## src/rtl/mpsoc_riscv_trace_term_monitor.sv

```systemverilog
// mpsoc_riscv_trace_term_monitor
// Watches the retirement trace of NUM_CORES RISC-V cores. Keeps a shadow of
// the low byte of x3 per core, decodes the exit/putc marker instructions,
// captures exit codes and funnels putc characters through a shared
// first-word-fall-through FIFO with a registered output stage. An FSM raises
// all_done once every core has exited and all characters have drained.
// A watchdog flags a trace that has gone silent.
module mpsoc_riscv_trace_term_monitor #(
   parameter int unsigned NUM_CORES      = 8,
   parameter int unsigned XLEN           = 32,
   parameter int unsigned FIFO_DEPTH     = 16,
   parameter logic [31:0] EXIT_INSN      = 32'h00100013,
   parameter logic [31:0] PUTC_INSN      = 32'h00400013,
   parameter int unsigned TIMEOUT_CYCLES = 1000000
) (
   input  logic                        clk,
   input  logic                        rst_n,
   input  logic [NUM_CORES-1:0]        trace_valid,
   input  logic [NUM_CORES*32-1:0]     trace_insn,
   input  logic [NUM_CORES-1:0]        trace_wben,
   input  logic [NUM_CORES*5-1:0]      trace_wbreg,
   input  logic [NUM_CORES*XLEN-1:0]   trace_wbdata,
   output logic                        char_valid,
   input  logic                        char_ready,
   output logic [5:0]                  char_core,
   output logic [7:0]                  char_data,
   output logic [NUM_CORES-1:0]        core_done,
   output logic [NUM_CORES*8-1:0]      exit_code,
   output logic                        all_done,
   output logic                        exit_error,
   output logic                        char_overflow,
   output logic                        timeout
);

   localparam int unsigned PW = $clog2(FIFO_DEPTH);
   localparam int unsigned CW = $clog2(FIFO_DEPTH + 1);

   typedef enum logic [2:0] {
      ST_IDLE    = 3'd0,
      ST_RUN     = 3'd1,
      ST_DRAIN   = 3'd2,
      ST_DONE    = 3'd3,
      ST_TIMEOUT = 3'd4
   } state_t;

   // Only the low byte of x3 is ever observed by a marker, so that is all we shadow.
   logic [7:0]            shadow_r [NUM_CORES];
   logic [NUM_CORES-1:0]  core_done_r;
   logic [NUM_CORES*8-1:0] exit_code_r;

   logic [NUM_CORES-1:0]  hold_full_r;
   logic [7:0]            hold_data_r [NUM_CORES];
   logic                  char_overflow_r;
   logic [5:0]            rr_ptr_r;

   logic [13:0]           fifo_mem_r [FIFO_DEPTH];
   logic [PW-1:0]         wr_ptr_r;
   logic [PW-1:0]         rd_ptr_r;
   logic [CW-1:0]         count_r;
   logic                  char_valid_r;
   logic [5:0]            char_core_r;
   logic [7:0]            char_data_r;

   state_t                state_r;
   logic [31:0]           wd_cnt_r;
   logic                  all_done_r;
   logic                  exit_error_r;
   logic                  timeout_r;

   logic [NUM_CORES-1:0]  putc_s;
   logic [NUM_CORES-1:0]  exit_s;
   logic [NUM_CORES-1:0]  freed_s;
   logic                  any_valid_s;
   logic [63:0]           hold_pad_s;
   logic [6:0]            cand_s;
   logic                  grant_vld_s;
   logic [5:0]            grant_idx_s;
   logic [5:0]            rr_next_s;
   logic [7:0]            push_data_s;
   logic                  pop_s;
   logic                  push_s;
   logic [PW-1:0]         rd_next_s;
   logic [CW-1:0]         avail_s;
   logic                  drained_s;
   logic [31:0]           wd_next_s;
   logic                  wd_fire_s;
   logic                  unused_wbdata_s;

   // Marker decode per core
   always_comb begin
      putc_s      = {NUM_CORES{1'b0}};
      exit_s      = {NUM_CORES{1'b0}};
      any_valid_s = |trace_valid;
      for (int i = 0; i < NUM_CORES; i++) begin
         putc_s[i] = trace_valid[i] && (trace_insn[i*32 +: 32] == PUTC_INSN);
         exit_s[i] = trace_valid[i] && (trace_insn[i*32 +: 32] == EXIT_INSN);
      end
   end

   // Upper writeback bits never reach a marker; fold them into a sink
   always_comb begin
      unused_wbdata_s = 1'b0;
      for (int i = 0; i < NUM_CORES; i++) begin
         unused_wbdata_s = unused_wbdata_s ^ (^trace_wbdata[i*XLEN+8 +: XLEN-8]);
      end
   end

   // Round-robin search for the first full hold register at or after rr_ptr_r
   always_comb begin
      hold_pad_s  = 64'(hold_full_r);
      grant_vld_s = 1'b0;
      grant_idx_s = 6'd0;
      cand_s      = 7'd0;
      for (int k = 0; k < NUM_CORES; k++) begin
         cand_s = {1'b0, rr_ptr_r} + 7'(k);
         if (cand_s >= 7'(NUM_CORES)) begin
            cand_s = cand_s - 7'(NUM_CORES);
         end else begin
            cand_s = cand_s;
         end
         if (!grant_vld_s && hold_pad_s[cand_s[5:0]]) begin
            grant_vld_s = 1'b1;
            grant_idx_s = cand_s[5:0];
         end else begin
            grant_vld_s = grant_vld_s;
         end
      end
   end

   // FIFO handshake, granted data mux and hold-register release
   always_comb begin
      pop_s       = char_valid_r && char_ready;
      push_s      = grant_vld_s && ((count_r != CW'(FIFO_DEPTH)) || pop_s);
      rd_next_s   = rd_ptr_r + PW'(pop_s);
      avail_s     = count_r - CW'(pop_s);
      drained_s   = (hold_full_r == {NUM_CORES{1'b0}}) && (count_r == {CW{1'b0}});
      push_data_s = 8'd0;
      freed_s     = {NUM_CORES{1'b0}};
      if (grant_idx_s == 6'(NUM_CORES - 1)) begin
         rr_next_s = 6'd0;
      end else begin
         rr_next_s = grant_idx_s + 6'd1;
      end
      for (int i = 0; i < NUM_CORES; i++) begin
         if (grant_idx_s == 6'(i)) begin
            push_data_s = hold_data_r[i];
            freed_s[i]  = push_s;
         end else begin
            freed_s[i]  = 1'b0;
         end
      end
   end

   // Watchdog next value: clear on any retire, otherwise saturating increment
   always_comb begin
      if (any_valid_s) begin
         wd_next_s = 32'd0;
      end else if (wd_cnt_r == 32'hFFFF_FFFF) begin
         wd_next_s = wd_cnt_r;
      end else begin
         wd_next_s = wd_cnt_r + 32'd1;
      end
      wd_fire_s = (TIMEOUT_CYCLES != 0) && (wd_next_s >= 32'(TIMEOUT_CYCLES));
   end

   // Shadow x3 per core and capture the exit code on the first exit marker only
   always_ff @(posedge clk or negedge rst_n) begin
      if (!rst_n) begin
         for (int i = 0; i < NUM_CORES; i++) begin
            shadow_r[i] <= 8'd0;
         end
         core_done_r <= {NUM_CORES{1'b0}};
         exit_code_r <= {(NUM_CORES*8){1'b0}};
      end else begin
         for (int i = 0; i < NUM_CORES; i++) begin
            if (trace_valid[i] && trace_wben[i] && (trace_wbreg[i*5 +: 5] == 5'd3)) begin
               shadow_r[i] <= trace_wbdata[i*XLEN +: 8];
            end
            if (exit_s[i] && !core_done_r[i]) begin
               core_done_r[i]         <= 1'b1;
               exit_code_r[i*8 +: 8]  <= shadow_r[i];
            end
         end
      end
   end

   // Per-core putc hold registers, overflow flag and round-robin pointer
   always_ff @(posedge clk or negedge rst_n) begin
      if (!rst_n) begin
         hold_full_r     <= {NUM_CORES{1'b0}};
         char_overflow_r <= 1'b0;
         rr_ptr_r        <= 6'd0;
         for (int i = 0; i < NUM_CORES; i++) begin
            hold_data_r[i] <= 8'd0;
         end
      end else begin
         if (push_s) begin
            rr_ptr_r <= rr_next_s;
         end
         for (int i = 0; i < NUM_CORES; i++) begin
            if (putc_s[i]) begin
               // A hold register emptied into the FIFO this cycle can take a new char
               if (!hold_full_r[i] || freed_s[i]) begin
                  hold_full_r[i] <= 1'b1;
                  hold_data_r[i] <= shadow_r[i];
               end else begin
                  char_overflow_r <= 1'b1;
               end
            end else if (freed_s[i]) begin
               hold_full_r[i] <= 1'b0;
            end
         end
      end
   end

   // Character FIFO storage
   always_ff @(posedge clk) begin
      if (push_s) begin
         fifo_mem_r[wr_ptr_r] <= {grant_idx_s, push_data_s};
      end
   end

   // FIFO pointers, occupancy and registered head; the head entry stays counted until popped
   always_ff @(posedge clk or negedge rst_n) begin
      if (!rst_n) begin
         wr_ptr_r     <= {PW{1'b0}};
         rd_ptr_r     <= {PW{1'b0}};
         count_r      <= {CW{1'b0}};
         char_valid_r <= 1'b0;
         char_core_r  <= 6'd0;
         char_data_r  <= 8'd0;
      end else begin
         if (push_s) begin
            wr_ptr_r <= wr_ptr_r + PW'(1);
         end
         rd_ptr_r <= rd_next_s;
         count_r  <= count_r + CW'(push_s) - CW'(pop_s);
         if (avail_s != {CW{1'b0}}) begin
            char_valid_r               <= 1'b1;
            {char_core_r, char_data_r} <= fifo_mem_r[rd_next_s];
         end else begin
            char_valid_r <= 1'b0;
         end
      end
   end

   // Run-state FSM with watchdog and registered completion flags
   always_ff @(posedge clk or negedge rst_n) begin
      if (!rst_n) begin
         state_r      <= ST_IDLE;
         wd_cnt_r     <= 32'd0;
         all_done_r   <= 1'b0;
         exit_error_r <= 1'b0;
         timeout_r    <= 1'b0;
      end else begin
         case (state_r)
            ST_IDLE: begin
               wd_cnt_r <= 32'd0;
               if (any_valid_s) begin
                  state_r <= ST_RUN;
               end
            end
            ST_RUN, ST_DRAIN: begin
               wd_cnt_r <= wd_next_s;
               if (wd_fire_s) begin
                  timeout_r <= 1'b1;
                  state_r   <= ST_TIMEOUT;
               end else if ((state_r == ST_RUN) && (&core_done_r)) begin
                  state_r <= ST_DRAIN;
               end else if ((state_r == ST_DRAIN) && drained_s) begin
                  state_r      <= ST_DONE;
                  all_done_r   <= 1'b1;
                  exit_error_r <= |exit_code_r;
               end
            end
            ST_DONE, ST_TIMEOUT: begin
               state_r <= state_r;
            end
            default: begin
               state_r <= ST_IDLE;
            end
         endcase
      end
   end

   assign char_valid    = char_valid_r;
   assign char_core     = char_core_r;
   assign char_data     = char_data_r;
   assign core_done     = core_done_r;
   assign exit_code     = exit_code_r;
   assign all_done      = all_done_r;
   assign exit_error    = exit_error_r;
   assign char_overflow = char_overflow_r;
   assign timeout       = timeout_r;

endmodule
```

## config.mk

```make
export PLATFORM = sky130hd
export DESIGN_NAME = mpsoc_riscv_trace_term_monitor
export DESIGN_NICKNAME = d
export VERILOG_FILES = /design/src/rtl/mpsoc_riscv_trace_term_monitor.sv
export SDC_FILE = /design/constraint.sdc
export NUM_CORES = 1
export LEC_CHECK = 0
export BUFFER_PORTS_ARGS = -buffer_cell sky130_fd_sc_hd__buf_2
export CAP_MARGIN = 5
export CELL_PAD_IN_SITES_DETAIL_PLACEMENT = 1
export CELL_PAD_IN_SITES_GLOBAL_PLACEMENT = 1
export CORE_AREA = 2 2 256 258
export CTS_CLUSTER_DIAMETER = 120
export DETAILED_ROUTE_END_ITERATION = 7
export DIE_AREA = 0 0 258 260
export PLACE_DENSITY = 0.85
export SETUP_SLACK_MARGIN = 0.15
export SLEW_MARGIN = 25
export SYNTH_ARGS = -nofsm -noshare
export SYNTH_HDL_FRONTEND = slang
export SYNTH_SLANG_ARGS = --single-unit
```

## constraint.sdc

```tcl
create_clock -name clk -period 15.1 [get_ports clk]
set_clock_uncertainty 0.2 [all_clocks]
set_input_delay 0.755 -clock clk [delete_from_list [all_inputs] [get_ports clk]]
set_output_delay 0.755 -clock clk [all_outputs]
set_load 0.01 [all_outputs]
```

# Yosys cells after proc, flatten, opt, wreduce, memory -nomap -nowiden
# Memories as Yosys holds them, arrays and structs flattened. A register that Yosys moved wholly into a read port is not among the register bits.
# Cells that the tools add are included.
word_totals:
  regBits: 267
  latchBits: 0
  ram_bits: 224
  romBits: 0
  in_bits: 571
  output_inout_bits: 91
  word_cells: 372
  memories: 1
classes:
  add_sub_neg: 22
  mul: 0
  n_div: 0
  n_lt_le_gt_ge: 17
  n_eq_ne: 47
  shifts: 0
  muxes: 108
  n_bitwise: 3
  reduce_logical: 123
mem_list:
  columns: ["memory", "words", "width", "read_ports", "rd_clocked_by_memory_dff", "write_ports", "line", "text"]
  rows:
  - ["fifo_mem_r", 16, 14, 1, 1, 1, "56", "logic [13:0] fifo_mem_r [FIFO_DEPTH];"]
ops:
  columns: ["op", "n"]
  rows:
  - ["32-bit by 21-bit equality test with 1-bit output, second input constant", 8]
  - ["32-bit by 23-bit equality test with 1-bit output, second input constant", 8]
  - ["6-bit two-way mux", 17]
  - ["1-bit two-way mux", 67]
  - ["32-bit two-way mux", 2]
  - ["8-bit two-way mux", 8]
  - ["32-bit one-hot mux with 2 select lines", 1]
  - ["64-bit OR reduction", 1]
  - ["6-bit by 7-bit less-than comparator with 1-bit output, second input constant", 8]
  - ["1-bit logical AND", 52]
  - ["7-bit by 4-bit greater-or-equal comparator with 1-bit output, second input constant", 7]
  - ["1-bit binary-select mux with 6-bit select", 8]
  - ["6-bit by 4-bit subtractor with 6-bit output, second input constant", 8]
  - ["5-bit by 2-bit equality test with 1-bit output, second input constant", 8]
  - ["2-bit AND reduction", 17]
  - ["32-bit by 1-bit adder with 32-bit output, second input constant", 1]
  - ["32-bit equality test, second input constant", 1]
  - ["32-bit by 20-bit greater-or-equal comparator with 1-bit output, second input constant", 1]
  - ["6-bit by 3-bit adder with 7-bit output, second input constant", 4]
  - ["6-bit by 3-bit equality test with 1-bit output, second input constant", 4]
  - ["1-bit zero test", 24]
  - ["2-bit nonzero test", 9]
  - ["2-bit by 1-bit inequality test with 1-bit output, second input constant", 8]
  - ["6-bit by 2-bit adder with 7-bit output, second input constant", 2]
  - ["29 further kinds", 46]

# Logic depth before layout (Yosys ltp)
logic_depth:
  word_depth: 45
  mapped_depth: 28
  ltp_nobuf: 23

# Worst setup path after synthesis
# OpenSTA, ideal clock, no wires.
synth_timing:
  path_type: "reg2reg"
  from: "register rr_ptr_r[2]"
  to: "memory fifo_mem_r[0][0] (data pin)"
  setup_ns: 0.302
  arrival_ns: 5.206
  required_time_ns: 14.598
  path_slack_ns: 9.393
  stages_incl_launch_ff: 25
  path_buffers: 4
  synth_period_minus_slack_ns: 5.707
  cell_sequence: "dfrtp_1 -> buf_2 -> buf_2 -> inv_1 -> ha_1 -> a21oi_1 -> xnor2_1 -> ha_1 -> xnor3_1 -> nand3_1 -> a21boi_0 -> o21bai_1 -> nand4_1 -> and4bb_2 -> inv_1 -> nor3b_1 -> a221oi_1 -> ha_1 -> clkbuf_1 -> inv_1 -> clkbuf_1 -> and3_1 -> a21oi_1 -> o21ai_0 -> mux4_2"
synth_between:
  elab_chain_len: 35
  word_cells_on_any_way: 92
  classes_between: "add/sub (15); order compare (8); eq/ne (7); mux (47); reduce/logical (15)"
synth_lines:
  columns: ["element", "line", "text"]
  rows:
  - ["start, declared", "54", "logic [5:0] rr_ptr_r;"]
  - ["start signal, assigned", "198", "rr_ptr_r <= rr_next_s;"]
  - ["branches (longest 25 deep; another with 6-bit by 1-bit adder with 7-bit output)", null, null]
  - ["6-bit two-way mux (*)", "121", "if (!grant_vld_s && hold_pad_s[cand_s[5:0]]) begin"]
  - ["6-bit zero test", "145", "if (grant_idx_s == 6'(i)) begin"]
  - ["8-bit two-way mux (7 in a row)", "145", null]
  - ["8-bit two-way mux (*)", "145", null]
  - ["net push_data_s[0]", "79", "logic [7:0] push_data_s;"]
  - ["end, declared", "56", null]
# Mark *: on every way through the listed nets, which the timed path passes. The select of a mux whose other input is x is not followed.

# Worst setup path after layout
layout_timing:
  from: "register rr_ptr_r[2]"
  to: "memory fifo_mem_r[0][4] (data pin)"
layout_between:
  elab_chain_len: 35
  word_cells_on_any_way: 92
  classes_between: "add/sub (15); order compare (8); eq/ne (7); mux (47); reduce/logical (15)"
layout_lines:
  columns: ["element", "line", "text"]
  rows:
  - ["branches (longest 25 deep; another with 6-bit by 1-bit adder with 7-bit output)", null, null]
  - ["6-bit two-way mux (*)", "121", null]
  - ["net grant_idx_s[0]", "77", "logic [5:0] grant_idx_s;"]
  - ["6-bit zero test", "145", null]
  - ["8-bit two-way mux (7 in a row)", "145", null]
  - ["8-bit two-way mux (*)", "145", null]
  - ["net push_data_s[4]", "79", null]
# Marks and branches as above.

==> qor.txt <==
Status -> finished clean
Worst Reg2Reg Path Length in Cells -> 20
Ys Warns -> 0
TritonCTS clock tree -> yes
Primary FF master, synth -> dfrtp_1
Worst supply voltage drop on vdd -> 0.104 mV
Number of top-level pins -> 662
Clock buffers created by TritonCTS -> 54
Via count of the first global-routing pass -> 20,000
Number of enable flip-flop cells after synthesis -> 224
Launching element type of the critical path -> flip-flop
RSZ-0062 raised after global routing -> no
Power after layout -> 0.00358 W
Fraction of registers with async set/reset -> 55.6%
Cells after synthesis -> 1,835
Pre-Repair DR Iteration Count -> 5
Peak per-stage delay on the critical path -> 0.94 ns
Final core utilization -> 45.7%
Floorplan die area -> 67,100 um2
Count of buffers from port buffering -> 469
Buf+Inv Stages, Crit Path -> 3
Total Wirelength -> 85,900 um
Placer congestion estimate -> 0.969
DRC Markers -> 0
Total congestion overflow after global routing -> 0
Worst EP arrival -> 8.29 ns
Share of post-route cells with drive strength above 1 -> 37.8%
Wire length of the first global-routing pass -> 127,000 um
Flop and latch count out of synthesis -> 505
Synthesized area per cell -> 13.1 um2
Layout overhead on the synthesized area -> 21.5%
Cts repair resizes -> 0
Clock latency of the later-clocked register in the worst-skew pair -> 0.61 ns
# clock sinks -> 505
Antenna violations before repair -> 8
Post-CTS Setup Bufs -> 0
Count of nets after finishing -> 2,948
Depth of the critical timing path with buffers and inverters included -> 20
CTS Root Cell -> clkbuf_16
GRT Resource Usage Total -> 25.4%
Synth area leaders -> dfrtp_1 (29%), edfxtp_1 (28%), mux2_2 (9.8%), mux4_2 (6.8%), nand2_1 (2.9%)
Highest achievable clock rate -> 122 MHz
Max Cap Violations -> 0
Fraction of synthesized cell area taken by the top area cell type -> 29.2%
Layer carrying the most global-route usage -> met2
Power density normalized to cell area -> 122 nW/um2
Cell type group with the largest total delay on the critical path -> adder cells
Most frequent cells in the layout -> buf_2 (468), dfrtp_1 (281), edfxtp_1 (224)
Hold Fails Final Rpt -> 0
Leakage power summed over all cells -> 13.0 nW
Ordered cell list for the critical path -> ha_1 > nand2_1 > xnor2_1 > ha_1 > xor2_1 > nor4b_1 > a211oi_1 > a22oi_1 > nor3b_2 > and4bb_2 > inv_1 > o21ai_0 > a21oi_1 > inv_1 > ha_1 > inv_1 > and3_1 > a21oi_1 > o21ai_0 > mux4_2
Worst-path maximum fanout -> 22
Final sum of negative setup slack -> 0 ns
Period utilisation layout -> 54.4%
Min Clock Period, post-route -> 8.22 ns
Width of the die -> 258 um
Vias per inst -> 5.63
Die height -> 260 um
Post-detail-place hpwl -> 65,700 um
Hold_buf cts -> 0
Most frequent standard cell in the layout excluding fill and tap cells -> buf_2
Rows -> 93
Number of different library cells in the post-synthesis netlist -> 82
GRT met2 Usage -> 45.8%
Data required time at the worst endpoint -> 15.17 ns
Number of setup violations in the final report -> 0
Met3 track demand over resource in global routing -> 5.13%
Total number of H-tree levels -> 2
Core Box Area -> 64,100 um2
Max-slew headroom -> 30.8%
Pin count of the biggest net entering global routing -> 179
Yosys top cell by area -> dfrtp_1
Met1 global-route usage -> 29.1%
Clock input transition at the sequential cells of the worst setup and hold paths -> 0.06 ns
Worst Path Class, Setup -> reg2reg
Post-detailed-route count of antenna-violating nets -> 0
Slew @ Worst Pin -> 1.04 ns
Cell area after synthesis -> 24,100 um2
DR vias -> 18,200
Sequential fraction of the synthesis area -> 57.1%
Wirelength per Cell -> 26.6 um
DRC marker count from the first detailed-route iteration -> 1,302
Starting utilization of the core area -> 37.6%
Slowest stage cell, crit path -> dfrtp_1
Slew Limit Fails -> 0
Worst setup EP type -> flip-flop
Maximum root-to-sink buffer count -> 3
Worst hold-check path type -> in2async
## flip-flops by register name, summed over array words and instances, names as in the netlist, 5 cells and up
name / flops
char_data: 8
count_r: 5
wd_cnt_r: 32
hold_full_r: 8
char_core: 6
fifo_mem_r: 224
rr_ptr_r: 6
shadow_r: 64
exit_code: 64
core_done: 8
hold_data_r: 64
## kinds of logic (layout without fill, tap and decap cells)
family / Yosys count / after routing / synth area share, %
multiplexers: 292 / 292 / 17.0
AND/OR/NAND/NOR: 595 / 595 / 13.5
other: 1 / 49 / 0.0156
adder cells (fa/ha/maj): 42 / 42 / 2.21
AO/OA/AOI/OAI: 226 / 226 / 6.12
XOR/XNOR: 53 / 53 / 2.04
buffers and inverters: 121 / 617 / 2.03
flip-flops: 505 / 505 / 57.1
## power by group
part	internal (W)	switching [W]	total, W
Sequential	0.00149	0.0000626	0.00155
Clock	0.000772	0.000569	0.00134
Combinational	0.000296	0.000397	0.000693
## synthesized netlist by cell type, drive strengths merged, types with 4 or more instances
master	number
and2	14
nand3	32
o31ai	18
nand2	185
nand2b	18
nand4	41
a21o	6
a21oi	38
a31oi	26
nor3	24
a32oi	6
a22oi	5
a211oi	4
nor2b	9
nor2	59
and3b	7
xnor2	35
mux4	73
ha	41
and4b	7
nor4b	20
edfxtp	224
mux2	209
or3	6
nand4b	4
a22o	5
o21ai	76
dfrtp	281
mux2i	10
clkbuf	60
nor4	71
and3	51
nor3b	12
inv	35
buf	24
o211ai	4
xor2	16
and4	13
or2	15
o21a	5
## metal layers
metal | routed length [um] | up-vias
met2 | 44300 | 723
met3 | 5400 | 188
li1 | - | 7940
met1 | 32100 | 9335
met4 | 4160 | 6
met5 | 42 | -
## area by class of cell
type	count	area (um2)
Inverter	37	139
Fill cell	6773	34800
Clock buffer	60	1440
Timing Repair Buffer	481	2460
Tap cell	855	1070
Sequential cell	505	13800
Clock inverter	39	358
Multi-Input combinational cell	1256	10100
Antenna cell	1	2.50
## final timing paths
kind,end,slack [ns],from
min in group clk,shadow_r[43],0.18,trace_wbdata[67]
max in group asynchronous,wr_ptr_r[1],13.22,rst_n
min,shadow_r[24],0.01,rst_n
max reg2reg,fifo_mem_r[0][4],6.88,rr_ptr_r[2]
max,fifo_mem_r[0][4],6.88,rr_ptr_r[2]
min reg2reg,timeout,0.26,timeout
## per-stage QoR
stage	instances	setup WS (ns)	hold slack, ns	area (um2)
global route	3234	6.25	0.0689	29300
floorplan	1882	9.39	0.259	24300
finish	3234	6.88	0.0144	29300
detailed placement	3134	6.98	0.254	27500
CTS	3233	6.97	0.0404	29300
global placement	3134	7.41	0.256	27500
## worst register-to-register path: stages (launching register included)
cell	delay, ns
dfrtp_1	0.94
ha_1	0.67
nand2_1	0.22
xnor2_1	0.25
ha_1	0.26
xor2_1	0.17
nor4b_1	0.08
a211oi_1	0.32
a22oi_1	0.25
nor3b_2	0.36
and4bb_2	0.37
inv_1	0.08
o21ai_0	0.20
a21oi_1	0.19
inv_1	0.54
ha_1	0.83
inv_1	0.52
and3_1	0.35
a21oi_1	0.12
o21ai_0	0.22
mux4_2	0.74
No activity file was read; power rests on OpenSTA's default activity.
